**src/rtl/audio_sample_capture.sv**
```systemverilog
// Audio sample capture peripheral.
// Samples the synthesizer stream at a programmable rate into a FIFO that the
// Nios drains over Avalon-MM. Raises a level interrupt when the FIFO fill
// level reaches a programmable threshold.
module audio_sample_capture #(
  parameter int DEPTH = 64
) (
  input  logic        clk,
  input  logic        reset,
  input  logic [2:0]  address,
  input  logic        chipselect,
  input  logic        write,
  input  logic        read,
  input  logic [31:0] writedata,
  output logic [31:0] readdata,
  output logic        irq,
  input  logic [15:0] audio_in
);

  localparam int AW = $clog2(DEPTH);
  localparam int LW = AW + 1;
  localparam logic [LW-1:0] DepthL = LW'(DEPTH);

  localparam logic [2:0] AddrData      = 3'd0;
  localparam logic [2:0] AddrControl   = 3'd1;
  localparam logic [2:0] AddrStatus    = 3'd2;
  localparam logic [2:0] AddrDivider   = 3'd3;
  localparam logic [2:0] AddrThreshold = 3'd4;

  // Architectural state
  logic          enable_q,    enable_d;
  logic          irqEn_q,     irqEn_d;
  logic [31:0]   divider_q,   divider_d;
  logic [8:0]    threshold_q, threshold_d;
  logic [31:0]   tickCnt_q,   tickCnt_d;
  logic [AW-1:0] rdPtr_q,     rdPtr_d;
  logic [AW-1:0] wrPtr_q,     wrPtr_d;
  logic [LW-1:0] level_q,     level_d;
  logic          overflow_q,  overflow_d;
  logic          underflow_q, underflow_d;

  // Sample storage; kept free of reset so it maps onto RAM
  logic [15:0] mem [DEPTH];

  // Bus decode and FIFO event signals
  logic        wrAccess, rdAccess;
  logic        wrControl, wrStatus, wrDivider, wrThreshold;
  logic        rdData;
  logic        clearPulse;
  logic        tick;
  logic        fifoEmpty, fifoFull;
  logic        popDo, pushDo;
  logic        overflowEv, underflowEv;
  logic [8:0]  levelWide;
  logic [15:0] headData;

  assign wrAccess    = chipselect & write;
  assign rdAccess    = chipselect & read;
  assign wrControl   = wrAccess && (address == AddrControl);
  assign wrStatus    = wrAccess && (address == AddrStatus);
  assign wrDivider   = wrAccess && (address == AddrDivider);
  assign wrThreshold = wrAccess && (address == AddrThreshold);
  assign rdData      = rdAccess && (address == AddrData);
  assign clearPulse  = wrControl && writedata[2];

  assign tick      = enable_q && (tickCnt_q == divider_q);
  assign fifoEmpty = (level_q == '0);
  assign fifoFull  = (level_q == DepthL);
  assign levelWide = 9'(level_q);
  assign headData  = mem[rdPtr_q];

  // A pop frees a slot on the same edge, so a full FIFO can still accept a tick
  assign popDo       = rdData && !fifoEmpty;
  assign pushDo      = tick && (!fifoFull || popDo);
  assign overflowEv  = tick && fifoFull && !popDo;
  assign underflowEv = rdData && fifoEmpty;

  // Configuration registers: CONTROL, DIVIDER and THRESHOLD next state
  always_comb begin
    enable_d    = enable_q;
    irqEn_d     = irqEn_q;
    divider_d   = divider_q;
    threshold_d = threshold_q;
    if (wrControl) begin
      enable_d = writedata[0];
      irqEn_d  = writedata[1];
    end
    if (wrDivider) begin
      divider_d = writedata;
    end
    if (wrThreshold) begin
      threshold_d = writedata[8:0];
    end
  end

  // Sample-rate counter: runs 0..DIVIDER while enabled, restarts on a DIVIDER write
  always_comb begin
    tickCnt_d = tickCnt_q;
    if (wrDivider || !enable_q || tick) begin
      tickCnt_d = '0;
    end else begin
      tickCnt_d = tickCnt_q + 32'd1;
    end
  end

  // FIFO pointers, level and sticky error flags; clear overrides push and pop
  always_comb begin
    rdPtr_d     = rdPtr_q;
    wrPtr_d     = wrPtr_q;
    level_d     = level_q;
    overflow_d  = overflow_q;
    underflow_d = underflow_q;
    if (clearPulse) begin
      rdPtr_d     = '0;
      wrPtr_d     = '0;
      level_d     = '0;
      overflow_d  = 1'b0;
      underflow_d = 1'b0;
    end else begin
      if (popDo) begin
        rdPtr_d = rdPtr_q + AW'(1);
      end
      if (pushDo) begin
        wrPtr_d = wrPtr_q + AW'(1);
      end
      case ({pushDo, popDo})
        2'b10:   level_d = level_q + LW'(1);
        2'b01:   level_d = level_q - LW'(1);
        default: level_d = level_q;
      endcase
      overflow_d  = (overflow_q  & ~(wrStatus & writedata[11])) | overflowEv;
      underflow_d = (underflow_q & ~(wrStatus & writedata[12])) | underflowEv;
    end
  end

  // State register with asynchronous reset
  always_ff @(posedge clk or posedge reset) begin
    if (reset) begin
      enable_q    <= 1'b0;
      irqEn_q     <= 1'b0;
      divider_q   <= '0;
      threshold_q <= '0;
      tickCnt_q   <= '0;
      rdPtr_q     <= '0;
      wrPtr_q     <= '0;
      level_q     <= '0;
      overflow_q  <= 1'b0;
      underflow_q <= 1'b0;
    end else begin
      enable_q    <= enable_d;
      irqEn_q     <= irqEn_d;
      divider_q   <= divider_d;
      threshold_q <= threshold_d;
      tickCnt_q   <= tickCnt_d;
      rdPtr_q     <= rdPtr_d;
      wrPtr_q     <= wrPtr_d;
      level_q     <= level_d;
      overflow_q  <= overflow_d;
      underflow_q <= underflow_d;
    end
  end

  // Sample RAM write port
  always_ff @(posedge clk) begin
    if (pushDo && !clearPulse) begin
      mem[wrPtr_q] <= audio_in;
    end
  end

  // Zero-wait-state read mux; DATA shows the head before any pop on this edge
  always_comb begin
    readdata = 32'd0;
    case (address)
      AddrData:      readdata = fifoEmpty ? 32'd0 : {16'd0, headData};
      AddrControl:   readdata = {30'd0, irqEn_q, enable_q};
      AddrStatus:    readdata = {19'd0, underflow_q, overflow_q, fifoFull, fifoEmpty, levelWide};
      AddrDivider:   readdata = divider_q;
      AddrThreshold: readdata = {23'd0, threshold_q};
      default:       readdata = 32'd0;
    endcase
  end

  // Level interrupt; a zero threshold disables it
  assign irq = irqEn_q && (threshold_q != 9'd0) && (levelWide >= threshold_q);

endmodule

```
**config.mk**
```make
export PLATFORM = sky130hd
export DESIGN_NAME = audio_sample_capture
export DESIGN_NICKNAME = d
export VERILOG_FILES = /design/src/rtl/audio_sample_capture.sv
export SDC_FILE = /design/constraint.sdc
export NUM_CORES = 1
export LEC_CHECK = 0
export ABC_CLOCK_PERIOD_IN_PS = 2950
export CAP_MARGIN = 40
export CELL_PAD_IN_SITES_DETAIL_PLACEMENT = 1
export CELL_PAD_IN_SITES_GLOBAL_PLACEMENT = 1
export CORE_MARGIN = 3
export CORE_UTILIZATION = 35
export CTS_CLUSTER_SIZE = 14
export DETAILED_ROUTE_END_ITERATION = 10
export GPL_ROUTABILITY_DRIVEN = 0
export PLACE_DENSITY_LB_ADDON = 0.25
export SYNTH_ARGS = -nofsm -noshare
export SYNTH_HDL_FRONTEND = slang
export SYNTH_SLANG_ARGS = --single-unit
```
**constraint.sdc**
```tcl
create_clock -name clk -period 2.95 [get_ports clk]
set_input_delay 0.59 -clock clk [delete_from_list [all_inputs] [get_ports clk]]
set_output_delay 0.59 -clock clk [all_outputs]
set_load 0.03 [all_outputs]
```
==> impl.org <==
** Final layout
- The final layout contains 2,825 nets.
- Layout Area Growth over Synthesis :: 29.3%
- Share of post-route cells with drive strength above 1 :: 41.5%
- Layout Cells excl Fill :: 4,503

** Timing
- After routing, the total negative slack on setup checks comes to -288,670 ps.
- In the post-route analysis, the smallest setup slack over all paths is -1150 ps.
- Post-route clock period utilization :: 139%
- Headroom to the max-slew limit came out at between 40% and 50%.
- Setup violations remaining at the end of the flow were counted as between 1,000 and 1,500.
- Count of final hold-check violations :: 0
- Clock skew :: a little under 60 ps
- The smallest clock period supported by the final layout is computed as ~4100 ps.
- The max-slew violation count was 0.
- Setup repair after global routing could not meet its margin everywhere.
- At the pin with the least slew margin, the transition time is around 880 ps.
- Based on the critical path, the design can be clocked at up to 0.244 GHz.

** Run status
- The run finished, with violations left.
- The final reports fail on negative setup slack.

** Routing
- After detailed routing, the number of remaining DRC violations is 0.
- For this run, the detailed router's first-pass iteration total came to 5.
- Detailed router's first-iteration violation count :: approximately 2,500
- In the final routed layout, each cell accounts on average for 29.4 um.
- Vias :: 24,200
- Total Routed Length :: between 100 and 150 mm
- Once detail routing completed, the nets flagged for antenna violations numbered 0.
- DR vias/cell :: 5.37

** Yosys
- Most repeated cell in the gate-level netlist after synthesis :: sky130_fd_sc_hd__edfxtp_1
- Average size of a mapped cell :: around 20 sq um
- Cell types with the highest counts after synthesis :: sky130_fd_sc_hd__edfxtp_1 (1,024), sky130_fd_sc_hd__mux4_2 (303), sky130_fd_sc_hd__nor2_1 (129)
- Post-Syn Nets :: between 2,000 and 2,500
- Count of yosys warnings during synthesis :: 0
- Cells taking the most area after synthesis :: sky130_fd_sc_hd__edfxtp_1 (69%), sky130_fd_sc_hd__mux4_2 (15%), sky130_fd_sc_hd__dfrtp_1 (5.4%)
- The cell area that synthesis handed to floorplanning was ~45,000 sq um.
- Sequential cells were found to cover between 70% and 80% of the synthesized design area.
- Register bit total from synthesis :: 1,120
- Post-synthesis cell type count :: 56
- Top_reg_cell synth :: sky130_fd_sc_hd__edfxtp_1
- Mapped Cells :: approximately 2,200
- Of the post-synthesis cell area, the dominant cell type holds 68.8%.
- EDFF count, synth :: about 1,000
- Of all flip-flops after synthesis, the portion carrying an async set or reset was 8.57%.
- Cell taking the most area after synthesis :: sky130_fd_sc_hd__edfxtp_1

** Global routing
- For this run the aggregate overflow at the end of global routing stands at 0.
- Global routing consumed, over all layers together, ~20% of the routing resources.
- Global-route wire length before repair :: between 150 and 200 mm
- Largest net degree at the start of global routing :: 65
- Initial antenna violation count :: 5
- Via count of the first global-routing pass :: 25,800

** Floorplanning
- In this run the count of I/O pins placed on the die edge is between 80 and 90.
- Row generation in the floorplan step produced 130 rows.
- The region available for standard cell placement spans between 100,000 and 150,000 sq um.
- Die boundary height :: 363 um
- The floorplan step set the die width to 363 um.
- Initial core utilization :: a little over a third
- Total die area :: 132,000 sq um

** CTS
- Post-cts hold buffer count :: 0
- CTS tree :: yes
- H-tree levels :: 3
- Clock buffers created by TritonCTS :: between 100 and 150
- Buffers from clock root to sink, at most :: 3
- Clk_lat worst skew :: between 700 and 800 ps
- Worst-path clk slew :: about 60 ps
- Clock tree synthesis found a total of roughly 1,100 sinks.
- The cell sitting at the root of the clock tree is a sky130_fd_sc_hd__clkbuf_16.

** Setup path
- In this design, the stage delay of the slowest critical-path cell is ~580 ps.
- Among all stages on the critical path, the largest delay is contributed by sky130_fd_sc_hd__mux4_2.
- Cell-by-cell trace of the critical path :: buf_12, buf_16, buf_16, buf_6, mux4_2, mux4_2, mux2i_1, o211ai_1, buf_12
- STA classifies the critical path endpoint as an output port.
- Worst endpoint required time :: about 2400 ps
- Along the worst path, the maximum fanout reaches 9.
- STA classifies the critical path startpoint as a register.
- Critical path start-end classification :: register to output port
- CP arrival :: roughly 3500 ps

** Flow run
- Number of maximum-capacitance violations :: 0

** Power and ir drop
- In this run the power density over the cells is between 800 and 900 nW/um^2.
- VDD sags by at most between 0.4 and 0.5 mV.
- In this run the static leakage power is roughly 0.019 uW.

** Placed design
- Summed over all nets, the half-perimeter wirelength after detailed placement is approximately 80 mm.
- Instance count after placement with tap cells included :: 4,183
- Input and output buffers added on the ports amount to 88.

** Min path
- Hold Crit Class :: primary input to register
==> through the flow <==
step	worst slack, ps	cell area, sq um	utilization, %	power (uW)	hold WS [ps]
after global placement	-802	51400	40.7	30100	521
after CTS	-1230	56800	45.0	46500	200
final	-1150	57800	45.8	46900	240
after global routing	-1260	57800	45.8	48700	227
after floorplan	-176	44900	-	25000	481
after detailed placement	-812	51400	40.7	30200	533
==> power breakdown <==
| group | leakage [uW] | internal, uW | switching, uW |
|---|---|---|---|
| Clock | 0.00190 | 8630 | 6230 |
| Sequential | 0.0104 | 17500 | 281 |
| Combinational | 0.00706 | 7550 | 6670 |
==> layer usage <==
metal  wire [um]  global-route usage [%]
met3        7490                    3.36
met2       64300                    32.3
met1       57600                    27.8
met4        3070                    4.47
met5          20                       0
==> cell type report <==
type                            instances  area [sq um]
Multi-Input combinational cell        939         11800
Tap cell                             1650          2060
Sequential cell                      1120         33200
Antenna cell                            3          7.51
Timing Repair Buffer                  559          6780
Clock inverter                         78           846
Clock buffer                          136          3020
Fill cell                           11600         68400
Inverter                               18          70.1
==> kinds of logic after synthesis <==
kind of cell	share of synthesized area, %
compound gates	1.79
flops	74.2
fa+ha+maj	0.465
simple gates	3.96
buf+inv	1.34
mux	16.9
xor+xnor	1.41
==> cell usage in the layout, fill, tap and decap left out, types with 25 or more instances in the layout <==
cell and count:
sky130_fd_sc_hd__and3_1 25, sky130_fd_sc_hd__clkinv_2 29, sky130_fd_sc_hd__nor2_1 91, sky130_fd_sc_hd__xor2_1 45, sky130_fd_sc_hd__dfrtp_1 91, sky130_fd_sc_hd__clkbuf_16 137
sky130_fd_sc_hd__buf_12 124, sky130_fd_sc_hd__edfxtp_1 1024, sky130_fd_sc_hd__mux4_2 303, sky130_fd_sc_hd__mux2_2 39, sky130_fd_sc_hd__nand2_1 72, sky130_fd_sc_hd__buf_4 291
sky130_fd_sc_hd__buf_6 43, sky130_fd_sc_hd__clkdlybuf4s50_1 39, sky130_fd_sc_hd__nor2_4 38
==> registers in the layout, indices dropped and copies added, names as in the netlist <==
register	flops
divider_q	32
mem	1024
irqEn_q	1
underflow_q	1
threshold_q	9
tickCnt_q	32
rdPtr_q	6
overflow_q	1
level_q	7
enable_q	1
wrPtr_q	6
==> worst paths after layout <==
| kind | to | startpoint | depth (start not counted) | slack, ps |
|---|---|---|---|---|
| worst max-delay path | readdata[3] | rdPtr_q[0]$_DFFE_PP0P_ | 9 | -1150 |
| worst min-delay path | mem[1][1]$_DFFE_PP_ | audio_in[1] | 1 | 240 |
| worst max register to register | mem[57][12]$_DFFE_PP_ | divider_q[3]$_DFFE_PP0P_ | 12 | -440 |
| worst min register to register | irqEn_q$_DFFE_PP0P_ | irqEn_q$_DFFE_PP0P_ | 1 | 550 |
| max in group asynchronous | tickCnt_q[25]$_DFF_PP0_ | reset | 3 | 2010 |
| min in group asynchronous | enable_q$_DFFE_PP0P_ | reset | 2 | 340 |
==> critical path: cells and delay by family (launching register included) <==
kind                   cells  cell delay (ps)
buffers and inverters      5              800
flip-flops                 1              450
AO/OA/AOI/OAI              1              230
multiplexers               3             1280
==> timing repair <==
| action | in CTS | in global routing |
|---|---|---|
| setup buffers | 49 | 37 |
| gates cloned | 17 | 18 |
| pin swaps | 39 | 45 |
| endpoints found under the setup margin | 1044 | 1046 |
| resized for setup | 151 | 109 |
(Power assumes the default switching activity.)
